[src/rtl/seg_scan_decoder_if.sv]
// Display-bus bundle for the segment scan decoder: the sniffed anode/segment
// lines plus the committed digit view and the error/update strobes.
interface seg_scan_decoder_if #(
  parameter int NUM_DIGITS = 4
);
  logic [NUM_DIGITS-1:0]   anode_n;
  logic [7:0]              segments_n;
  logic [4*NUM_DIGITS-1:0] digits;
  logic [NUM_DIGITS-1:0]   digit_valid;
  logic [NUM_DIGITS-1:0]   dp;
  logic                    update;
  logic                    pattern_err;
  logic                    sel_err;

  modport master (
    output anode_n, segments_n,
    input  digits, digit_valid, dp, update, pattern_err, sel_err
  );

  modport slave (
    input  anode_n, segments_n,
    output digits, digit_valid, dp, update, pattern_err, sel_err
  );
endinterface

[src/rtl/seg_scan_decoder.sv]
// Recovers per-digit BCD values from a multiplexed active-low 7-segment bus,
// committing a (digit, pattern) sample only after it has been stable long enough.
module seg_scan_decoder #(
  parameter int NUM_DIGITS    = 4,
  parameter int STABLE_CYCLES = 4
) (
  input  logic              clk,
  input  logic              rst_n,
  seg_scan_decoder_if.slave bus
);
  localparam int                    IW      = (NUM_DIGITS > 1) ? $clog2(NUM_DIGITS) : 1;
  localparam logic [7:0]            STABLE  = 8'(STABLE_CYCLES);
  localparam logic [NUM_DIGITS-1:0] SEL_ONE = NUM_DIGITS'(1);

  logic [NUM_DIGITS-1:0]   sel_act;
  logic                    sel_none;
  logic                    sel_multi;
  logic                    sel_valid;
  logic [IW-1:0]           sel_idx;

  logic [3:0]              pat_val;
  logic                    pat_legal;
  logic                    pat_blank;

  logic [7:0]              run_q, run_d;
  logic                    last_vld_q, last_vld_d;
  logic [IW-1:0]           last_idx_q, last_idx_d;
  logic [7:0]              last_seg_q, last_seg_d;
  logic                    same_sample;
  logic                    commit;

  logic [4*NUM_DIGITS-1:0] digits_q, digits_d;
  logic [NUM_DIGITS-1:0]   valid_q, valid_d;
  logic [NUM_DIGITS-1:0]   dp_q, dp_d;
  logic                    update_q, update_d;
  logic                    perr_q, perr_d;

  logic [3:0]              new_dig;
  logic                    new_val;
  logic                    new_dp;

  // One-hot-low select: clearing the lowest set bit leaves zero only for one-hot.
  assign sel_act   = ~bus.anode_n;
  assign sel_none  = (sel_act == '0);
  assign sel_multi = ((sel_act & (sel_act - SEL_ONE)) != '0);
  assign sel_valid = !sel_none && !sel_multi;

  always_comb begin
    sel_idx = '0;
    for (int i = 0; i < NUM_DIGITS; i++) begin
      if (sel_act[i]) begin
        sel_idx = IW'(i);
      end
    end
  end

  always_comb begin
    pat_val   = 4'hF;
    pat_legal = 1'b0;
    pat_blank = 1'b0;
    case (bus.segments_n[6:0])
      7'h40: begin pat_val = 4'd0; pat_legal = 1'b1; end
      7'h79: begin pat_val = 4'd1; pat_legal = 1'b1; end
      7'h24: begin pat_val = 4'd2; pat_legal = 1'b1; end
      7'h30: begin pat_val = 4'd3; pat_legal = 1'b1; end
      7'h19: begin pat_val = 4'd4; pat_legal = 1'b1; end
      7'h12: begin pat_val = 4'd5; pat_legal = 1'b1; end
      7'h02: begin pat_val = 4'd6; pat_legal = 1'b1; end
      7'h78: begin pat_val = 4'd7; pat_legal = 1'b1; end
      7'h00: begin pat_val = 4'd8; pat_legal = 1'b1; end
      7'h10: begin pat_val = 4'd9; pat_legal = 1'b1; end
      7'h7F: pat_blank = 1'b1;
      default: ;
    endcase
  end

  // Full 8-bit compare so a dp toggle alone restarts the run.
  assign same_sample = last_vld_q && (sel_idx == last_idx_q) &&
                       (bus.segments_n == last_seg_q);

  always_comb begin
    run_d      = run_q;
    last_vld_d = last_vld_q;
    last_idx_d = last_idx_q;
    last_seg_d = last_seg_q;
    commit     = 1'b0;
    if (!sel_valid) begin
      run_d      = 8'd0;
      last_vld_d = 1'b0;
    end else if (same_sample) begin
      // Saturated runs hold at STABLE and never commit again.
      if (run_q < STABLE) begin
        run_d  = run_q + 8'd1;
        commit = (run_d == STABLE);
      end
    end else begin
      run_d      = 8'd1;
      last_vld_d = 1'b1;
      last_idx_d = sel_idx;
      last_seg_d = bus.segments_n;
      commit     = (STABLE == 8'd1);
    end
  end

  always_comb begin
    digits_d = digits_q;
    valid_d  = valid_q;
    dp_d     = dp_q;
    update_d = 1'b0;
    perr_d   = 1'b0;
    new_dig  = pat_legal ? pat_val : 4'hF;
    new_val  = pat_legal;
    new_dp   = ~bus.segments_n[7];
    if (commit) begin
      if (pat_legal || pat_blank) begin
        for (int i = 0; i < NUM_DIGITS; i++) begin
          if (IW'(i) == sel_idx) begin
            if ((digits_q[4*i +: 4] != new_dig) || (valid_q[i] != new_val) ||
                (dp_q[i] != new_dp)) begin
              update_d = 1'b1;
            end
            digits_d[4*i +: 4] = new_dig;
            valid_d[i]         = new_val;
            dp_d[i]            = new_dp;
          end
        end
      end else begin
        perr_d = 1'b1;
      end
    end
  end

  always_ff @(posedge clk or negedge rst_n) begin
    if (!rst_n) begin
      run_q      <= 8'd0;
      last_vld_q <= 1'b0;
      last_idx_q <= '0;
      last_seg_q <= 8'hFF;
      digits_q   <= '1;
      valid_q    <= '0;
      dp_q       <= '0;
      update_q   <= 1'b0;
      perr_q     <= 1'b0;
    end else begin
      run_q      <= run_d;
      last_vld_q <= last_vld_d;
      last_idx_q <= last_idx_d;
      last_seg_q <= last_seg_d;
      digits_q   <= digits_d;
      valid_q    <= valid_d;
      dp_q       <= dp_d;
      update_q   <= update_d;
      perr_q     <= perr_d;
    end
  end

  assign bus.digits      = digits_q;
  assign bus.digit_valid = valid_q;
  assign bus.dp          = dp_q;
  assign bus.update      = update_q;
  assign bus.pattern_err = perr_q;
  assign bus.sel_err     = rst_n & sel_multi;
endmodule

[src/flat_wrapper.sv]
// flat-port wrapper written by rule: the top's interface ports become plain ports
module seg_scan_decoder_flat 
#(
  parameter int NUM_DIGITS    = 4,
  parameter int STABLE_CYCLES = 4
)
  (clk, rst_n, bus_anode_n, bus_segments_n, bus_digits, bus_digit_valid, bus_dp, bus_update, bus_pattern_err, bus_sel_err);
  seg_scan_decoder_if #(.NUM_DIGITS(NUM_DIGITS)) bus_i ();
  input  logic clk;
  input  logic rst_n;
  input wire logic [$bits(bus_i.anode_n)-1:0] bus_anode_n;
  input wire logic [$bits(bus_i.segments_n)-1:0] bus_segments_n;
  output wire logic [$bits(bus_i.digits)-1:0] bus_digits;
  output wire logic [$bits(bus_i.digit_valid)-1:0] bus_digit_valid;
  output wire logic [$bits(bus_i.dp)-1:0] bus_dp;
  output wire logic [$bits(bus_i.update)-1:0] bus_update;
  output wire logic [$bits(bus_i.pattern_err)-1:0] bus_pattern_err;
  output wire logic [$bits(bus_i.sel_err)-1:0] bus_sel_err;
  assign bus_i.anode_n = bus_anode_n;
  assign bus_i.segments_n = bus_segments_n;
  assign bus_digits = bus_i.digits;
  assign bus_digit_valid = bus_i.digit_valid;
  assign bus_dp = bus_i.dp;
  assign bus_update = bus_i.update;
  assign bus_pattern_err = bus_i.pattern_err;
  assign bus_sel_err = bus_i.sel_err;
  seg_scan_decoder #(.NUM_DIGITS(NUM_DIGITS), .STABLE_CYCLES(STABLE_CYCLES)) u_core (.clk(clk), .rst_n(rst_n), .bus(bus_i));
endmodule
[config.mk]
export PLATFORM = sky130hd
export DESIGN_NAME = seg_scan_decoder_flat
export DESIGN_NICKNAME = d
export VERILOG_FILES = /design/src/rtl/seg_scan_decoder_if.sv /design/src/rtl/seg_scan_decoder.sv /design/src/flat_wrapper.sv
export SDC_FILE = /design/constraint.sdc
export NUM_CORES = 1
export LEC_CHECK = 0
export CORE_AREA = 2 2 76 78
export CTS_BUF_LIST = sky130_fd_sc_hd__clkbuf_2
export DETAILED_ROUTE_END_ITERATION = 7
export DIE_AREA = 0 0 78 80
export MAX_ROUTING_LAYER = met4
export PLACE_DENSITY = 0.81
export SYNTH_ARGS = -nofsm -noshare
export SYNTH_HDL_FRONTEND = slang
export SYNTH_SLANG_ARGS = --single-unit
[constraint.sdc]
create_clock -name clk -period 3 [get_ports clk]
set_clock_uncertainty 0.2 [all_clocks]
set_input_delay 0.45 -clock clk [delete_from_list [all_inputs] [get_ports clk]]
set_output_delay 0.45 -clock clk [all_outputs]
set_load 0.01 [all_outputs]
Word level (Yosys, flattened, before mapping):

Index checks and enable logic that the tools add are counted.

* output and inout bits: 27
* memory bits (writable): 0
* memory bits (read-only): 0
* latch bits: 0
* bits of input ports: 14
* logic and storage cells: 107
* memories kept: 0
* register bits: 45

* add/subtract/negate cells: 2
* div/mod/pow operators: 0
* shift operators: 0
* muxes and demuxes: 27
* $mul: 0
* $lt $le $gt $ge: 1
* equality and inequality tests: 30
* bitwise logic cells: 5
* reductions and logical operators: 24

Operators with widths (count)
* 4-bit case mux with 10 select lines: 1
* 7-bit == test, second input constant: 4
* 8-bit 2-to-1 mux: 3
* 7-bit by 5-bit == test with 1-bit output, second input constant: 3
* 1-bit 2-to-1 mux: 20
* 4-bit inequality test: 4
* 7-bit by 6-bit == test with 1-bit output, second input constant: 2
* 3-bit AND reduction: 4
* 10-bit OR reduction: 1
* 1-bit logical OR: 9
* 8-bit by 1-bit adder with 8-bit output, second input constant: 1
* 8-bit by 3-bit == test with 1-bit output, second input constant: 1
* 8-bit == test: 1
* 8-bit by 3-bit < comparator with 1-bit output, second input constant: 1
* 1-bit inequality test: 8
* 7-bit by 2-bit == test with 1-bit output, second input constant: 1
* 7-bit zero test: 1
* 4-bit bitwise AND: 1
* 2-bit == test, first input constant: 2
* 4-bit zero test: 1
* 2-bit 2-to-1 mux: 2
* 4-bit 2-to-1 mux: 1
* 4-bit inverter: 1
* 4-bit nonzero test: 1
* 11 further kinds: 15

Longest topological paths before layout:

Gate-level depths: netlist of the first run.

* depth in word-level cells: 17
* gate-level depth with buffers: 11
* gate-level depth less buffers: 8

Least setup slack after synthesis of the first run:

Ideal clock, no wire load.

* kind: input -> register
* start point: input bus_segments_n[6]
* end point: register u_core.valid_q[1], in the netlist u_core.bus.digit_valid[1]
* buffers on the path: 2
* setup time: 0.125 ns
* stages: 10
* arrival time: 2.660 ns
* required time: 2.675 ns
* slack: 0.015 ns
* cells stage by stage: buf_6 -> xor2_1 -> nor4_2 -> nand4_1 -> nor3_4 -> nand2_2 -> or3_1 -> buf_6 -> nor3_4 -> mux2_4

* cells in the longest elaborated chain, start to end: 5

Ends and longest elaborated chain
* from (decl): RTL line flat_wrapper.sv:12 `input wire logic [$bits(bus_i.segments_n)-1:0] bus_segments_n;`
* 7-bit == test, or another cell as far along: RTL line seg_scan_decoder.sv:61 `case (bus.segments_n[6:0])`
* 10-bit OR reduction (no source line) / 1-bit logical AND (equally long branches)
* 1-bit 2-to-1 mux (on tied branches): RTL line seg_scan_decoder.sv:61, seg_scan_decoder.sv:90
* 1-bit logical OR / 1-bit 2-to-1 mux (equally long branches): RTL line seg_scan_decoder.sv:115, seg_scan_decoder.sv:87
* 3-bit AND reduction (no source line)
* to (signal assigned): RTL line seg_scan_decoder.sv:150 `valid_q <= valid_d;`
* to (decl): RTL line seg_scan_decoder.sv:33 `logic [NUM_DIGITS-1:0] valid_q, valid_d;`

Parallel ways exist; a longest one is shown, timed or not.
A chain may end at the register's enable or synchronous reset.

Final worst setup path of the first run:

* start point: input bus_segments_n[3]
* end point: register u_core.valid_q[0], in the netlist u_core.bus.digit_valid[0]

Same word-level chain as after synthesis.

==> results of run 1 <==
-- cell families after synthesis --
group | after synthesis | share of synthesized area (%)
xor gates and xnor gates | 29 | 9.57
muxes | 36 | 15.7
AOI/OAI and AO/OA | 33 | 8.58
and+or+nand+nor | 68 | 16.4
buffers and inverters | 23 | 4.81
adders and majority gates | 3 | 1.32
DFF | 45 | 43.6
-- state kept, by name, summed over array words and instances (netlist names), 2 cells and up --
register	cells
u_core.bus.digit_valid	4
u_core.bus.digits	16
u_core.bus.dp	4
u_core.last_idx_q	2
u_core.last_seg_q	8
u_core.run_q	8
-- metal layers --
layer	vias up	GRT usage (%)	part of all wire, %
met5	-	-	0
met4	0	6.84	2.5
met3	11	4.41	3.8
met2	48	33.8	45
met1	1015	29.5	48
li1	1012	-	-
-- Yosys cell counts, drive strengths merged, types with 3 or more instances --
library cell / number
and3: 7
xnor2: 21
xor2: 8
nand2: 14
a21oi: 13
mux2i: 5
a41oi: 3
buf: 11
o21ai: 5
nor2: 12
inv: 10
nor3: 5
nor3b: 4
mux2: 31
dfstp: 24
nand3: 6
nor4: 4
dfrtp: 21
-- metrics by stage --
step,setup WS [ns],setup TNS [ns],instance area [µm²]
6_report,0.0903,0,3580
3_5_place_dp,-0.595,-11.16,3410
4_1_cts,0.000900,0,3540
5_1_grt,0.0147,0,3580
3_3_place_gp,-0.475,-10.00,3410
2_1_floorplan,0.0153,0,2650
-- area by class of cell --
class,count,share of cell area (%)
inverter,10,1.05
multi-input combinational,169,40.0
clock buffer,5,0.700
timing repair buffer,88,21.6
sequential,45,32.3
tap,72,2.52
clock inverter,3,1.82
-- cells in the final DEF (no fill, tap or decap), types with 9 or more instances in the layout --
master / instances
clkdlybuf4s50_1: 34
nand2_1: 12
mux2_2: 26
dfrtp_1: 21
nor2_1: 9
buf_4: 46
a21oi_1: 12
xnor2_1: 21
inv_1: 10
dfstp_2: 24
-- power breakdown --
| group | internal, mW | switching, mW |
|---|---|---|
| sequential | 0.652 | 0.0192 |
| clock | 0.223 | 0.198 |
| combinational | 0.110 | 0.113 |
| total | 0.985 | 0.330 |
-- critical path: stages --
cell             delay (ns)
clkdlybuf4s50_1        0.45
buf_4                  0.20
nor4_4                 0.30
nand3b_1               0.17
a21oi_4                0.17
nand2b_1               0.14
a41oi_1                0.06
or3_4                  0.37
buf_4                  0.18
nor2_4                 0.19
mux2_2                 0.35
-- worst paths after layout --
path | from | cells past startpoint | to | slack [ns]
max | bus_segments_n[3] | 11 | u_core.bus.digit_valid[0] | 0.09
min | bus_segments_n[5] | 3 | u_core.last_seg_q[5] | 0.34
max reg2reg | u_core.last_seg_q[6] | 9 | u_core.bus.digit_valid[0] | 0.10
min reg2reg | u_core.run_q[7] | 1 | u_core.run_q[7] | 0.35
max in group asynchronous | rst_n | 3 | u_core.last_seg_q[5] | 1.73
min in group asynchronous | rst_n | 3 | u_core.run_q[0] | 0.49
-- timing repair --
item	CTS	global route
cloned	0	0
setup buffers	1	0
hold buffers	1	0
pin swaps	1	4
resized for setup	7	10
hold endpoints to repair	21	0
endpoints found under the setup margin	18	24
==> results.cfg, run 1 <==
[routing]
via_per_inst = 5.32
drc = 0
ant_nets = 0
wl_um = 6310
routedWlPerCell_um = 16.1
drtIter0Drc = 149
via_count = 2086
first_pass_iters = 4

[yosys]
async_flop_share_pct = 100
yosys.area.top_type = dfstp_2
yosys_warnings = 0
ys_seq_area_share_pct = 43.6
synth_seq_cells = 45
syn_area_mm2 = 0.00265
synth_edf_count = 0
yosys-top-cells-area = dfstp_2 (24%), dfrtp_1 (20%), mux2_2 (11%), xnor2_1 (6.9%), mux2_4 (2.8%)
synth_top_area_share_pct = 23.8
synth_ff_type = dfstp_2
synth_cell_types = 50
synth.net_count = 253
avgSynthCellArea_um2 = 11.2
synthCells = 237

[hold_path]
hp-class = primary input to register

[cells_and_area]
multiInputGateArea_mm2 = 0.00143
drive_above_1_share_pct = 40.6
fin_util_pct = 66.2
nNetsFinal = 335
fillers = 419
instances_no_fill = 392
area_growth_pct = 34.8
antenna_cells = 0
seq_area_mm2 = 0.00116

[sta]
slew_viol_final = 0
hold_viol = 0
finalHoldWorstSlack_ns = 0.339
slew_headroom_pct = 63.0
finalCriticalPeriod_ns = 2.91
worstMarginPinSlew_ns = 0.555
rsz0062_at_grt = false
min_period_over_period_pct = 97.0
setup_viol = 0
timing.fmax_ghz = 0.344

[worst_setup_path]
arrival_ns = 3.04
critPathMaxFanout = 10
cp-start-kind = primary input
criticalPathCategory = primary input to register
worstSetupEndpointType = register
cp.required_ns = 3.13

[floorplan]
die_h_um = 80
initial_core_util_pct = 49.1
dieArea_mm2 = 0.00624
rows = 27
die_w_um = 78
coreArea_mm2 = 0.00541
io_pins = 41

[power]
peakVddDrop_mv = 0.211
power.total_mw = 1.32
pwr_density_cell_mw_per_mm2 = 368
leakagePower_nw = 1.52

[clocking]
clock_latency_ns = 0.41
cts_made_buffers = 5
path_clk_slew_ns = 0.22
cts_tree = yes
cts.sinks = 45
htreeDepth = 2
max-clock-path-buffers = 2
cts-root-buf = clkbuf_2

[grt]
grt_max_degree = 46
grt_pass1_wl_um = 10300
grt_overflow = 0
grt_pass1_vias = 2096
antenna_found_initial = 0
grtUsageTotal_pct = 21.9

[job]
maxCapViolCount = 0

[status]
outcome = complete, no violations

[placement]
hpwl_um = 4740
portBuffers = 40
gp_routability_congestion = 0.906
dp_cells = 382
Note: power is estimated with default switching activity, not from simulation.
==> inputs of run 2 (changes only) <==
--- a/config.mk
+++ b/config.mk
@@ -5,6 +5,7 @@
 export SDC_FILE = /design/constraint.sdc
 export NUM_CORES = 1
 export LEC_CHECK = 0
+export CAP_MARGIN = 20
 export CORE_AREA = 2 2 76 78
 export CTS_BUF_LIST = sky130_fd_sc_hd__clkbuf_2
 export DETAILED_ROUTE_END_ITERATION = 7
==> results of run 2 <==
Same layout as run 1: the final DEF is identical, and so are final timing and power.
==> inputs of run 3 (changes only) <==
--- a/config.mk
+++ b/config.mk
@@ -6,10 +6,10 @@
 export NUM_CORES = 1
 export LEC_CHECK = 0
 export CAP_MARGIN = 20
-export CORE_AREA = 2 2 76 78
+export CORE_AREA = 5 5 79 81
 export CTS_BUF_LIST = sky130_fd_sc_hd__clkbuf_2
 export DETAILED_ROUTE_END_ITERATION = 7
-export DIE_AREA = 0 0 78 80
+export DIE_AREA = 0 0 84 86
 export MAX_ROUTING_LAYER = met4
 export PLACE_DENSITY = 0.81
 export SYNTH_ARGS = -nofsm -noshare
==> results.cfg, run 3 (same netlist as run 1, synthesis figures left out) <==
[routing]
first_pass_iters = 4
wl_um = 6740
via_count = 2247
drc = 0
routedWlPerCell_um = 16.7
drtIter0Drc = 193
ant_nets = 0
via_per_inst = 5.56

[power]
p_sw_uw = 343
pwr-share-comb_pct = 17.5
clkPwrFrac_pct = 32.2
leakagePower_nw = 1.60
p_seq_share_pct = 50.3
pwr_density_cell_mw_per_mm2 = 364
p_int_uw = 995
peakVddDrop_mv = 0.267
p_sw_share_pct = 25.6

[clocking]
cts_made_buffers = 5
cts.sinks = 45
cts_tree = yes
htreeDepth = 2
cts-root-buf = clkbuf_2
max-clock-path-buffers = 2
path_clk_slew_ns = 0.24
clock_latency_ns = 0.43

[sta]
hold_viol = 0
worstMarginPinSlew_ns = 0.546
timing.fmax_ghz = 0.336
setup_ws_ns = 0.0251
min_period_over_period_pct = 99.2
slew_headroom_pct = 63.6
setup_viol = 0
finalHoldWorstSlack_ns = 0.137
tns_ns = 0
slew_viol_final = 0
finalCriticalPeriod_ns = 2.97

[grt]
grtUsageTotal_pct = 19.8
grt_pass1_wl_um = 11200
grt_max_degree = 46
antenna_found_initial = 0
grt_overflow = 0
grt_pass1_vias = 2253

[worst_setup_path]
arrival_ns = 3.12
crit_top_cell = buf_4
cp.required_ns = 3.15
path_cells = clkdlybuf4s50_1, buf_6, buf_4, nor4_1, a22oi_1, and2_4, nand2b_4, buf_4, buf_4, nand2_1, mux2_2, a311oi_1, o41a_1
criticalPathCategory = primary input to register
cp-start-kind = primary input
worstSetupEndpointType = register
critPathTopFamily = buffers and inverters
crit_buf_inv = 5
crit_slowest_cell = clkdlybuf4s50_1
crit_path_max_incr_delay_ns = 0.53
critPathMaxFanout = 8

[cells_and_area]
layout_commonest_cell = buf_4
fin_area_mm2 = 0.00368
final_cell_mix = buf_4 (57), clkdlybuf4s50_1 (34), mux2_2 (26)
area_growth_pct = 38.6
nNetsFinal = 347
drive_above_1_share_pct = 42.2
largest_reg_flops = 16
antenna_cells = 0

[job]
maxCapViolCount = 0

[status]
outcome = complete, no violations

[floorplan]
rows = 27
die_w_um = 84
coreArea_mm2 = 0.00541
initial_core_util_pct = 49.1
dieArea_mm2 = 0.00722
io_pins = 41
die_h_um = 86

[placement]
portBuffers = 40
dp_slack_ns = -0.488
dpl_cell_area_mm2 = 0.00348
gp_routability_congestion = 0.913
hpwl_um = 4900

[hold_path]
hp-class = primary input to register
## run 3: timing repair
| item | CTS | global route |
|---|---|---|
| hold endpoints to repair | 21 | 0 |
| setup buffers | 0 | 3 |
| pin swaps | 0 | 10 |
| endpoints found under the setup margin | 5 | 20 |
| hold buffers | 1 | 0 |
| resized for setup | 1 | 15 |
## run 3: metal layers
layer	track usage, %	vias up	routed length, µm
met5	-	-	0
met4	5.85	0	113
met3	3.17	11	380
met2	32.0	81	3310
met1	25.7	1114	2940
li1	-	1041	-
## run 3: layout make-up
class | count | area [µm²]
fillers | 381 | 1730
multi-input cells | 169 | 1430
flip-flops and latches | 45 | 1160
repair buffers | 100 | 877
well taps | 72 | 90.1
clock inverters | 3 | 65.1
inverters | 10 | 37.5
clock buffers | 5 | 25.0
## run 3: path summary, 6_finish.rpt
path / from / slack (ns) / to / cells past startpoint
min reg2reg: u_core.run_q[6] / 0.33 / u_core.run_q[6] / 1
max reg2reg: u_core.last_seg_q[6] / 0.10 / u_core.bus.digit_valid[3] / 9
min in group asynchronous: rst_n / 0.47 / u_core.run_q[3] / 3
min: bus_segments_n[6] / 0.14 / u_core.last_seg_q[6] / 2
max: bus_segments_n[3] / 0.03 / u_core.bus.update / 13
max in group asynchronous: rst_n / 1.72 / u_core.last_seg_q[4] / 3
## run 3: worst register-to-register path, cell delays in order, from the launching register on
cell and delay, ns:
dfstp_2 0.60, xor2_1 0.08, nor4_2 0.29, nand4_1 0.19, nor3_4 0.23, nand2_2 0.09, or3_4 0.36, buf_4 0.18
nor2_4 0.21, mux2_2 0.36
## run 3: power by group through the flow
stage | registers [mW] | clock network, mW | logic [mW]
after floorplan | 0.677 | 0 | 0.130
after global placement | 0.679 | 0 | 0.219
after detailed placement | 0.682 | 0 | 0.224
after CTS | 0.672 | 0.429 | 0.227
after global routing | 0.677 | 0.457 | 0.255
final | 0.673 | 0.431 | 0.234
## run 3: metrics by stage
step	std cells	utilization (%)	total power, mW
2_1_floorplan	237	-	0.807
3_3_place_gp	392	64.4	0.897
3_5_place_dp	392	64.4	0.905
4_1_cts	401	66.4	1.33
5_1_grt	404	68.0	1.39
6_report	404	68.0	1.34
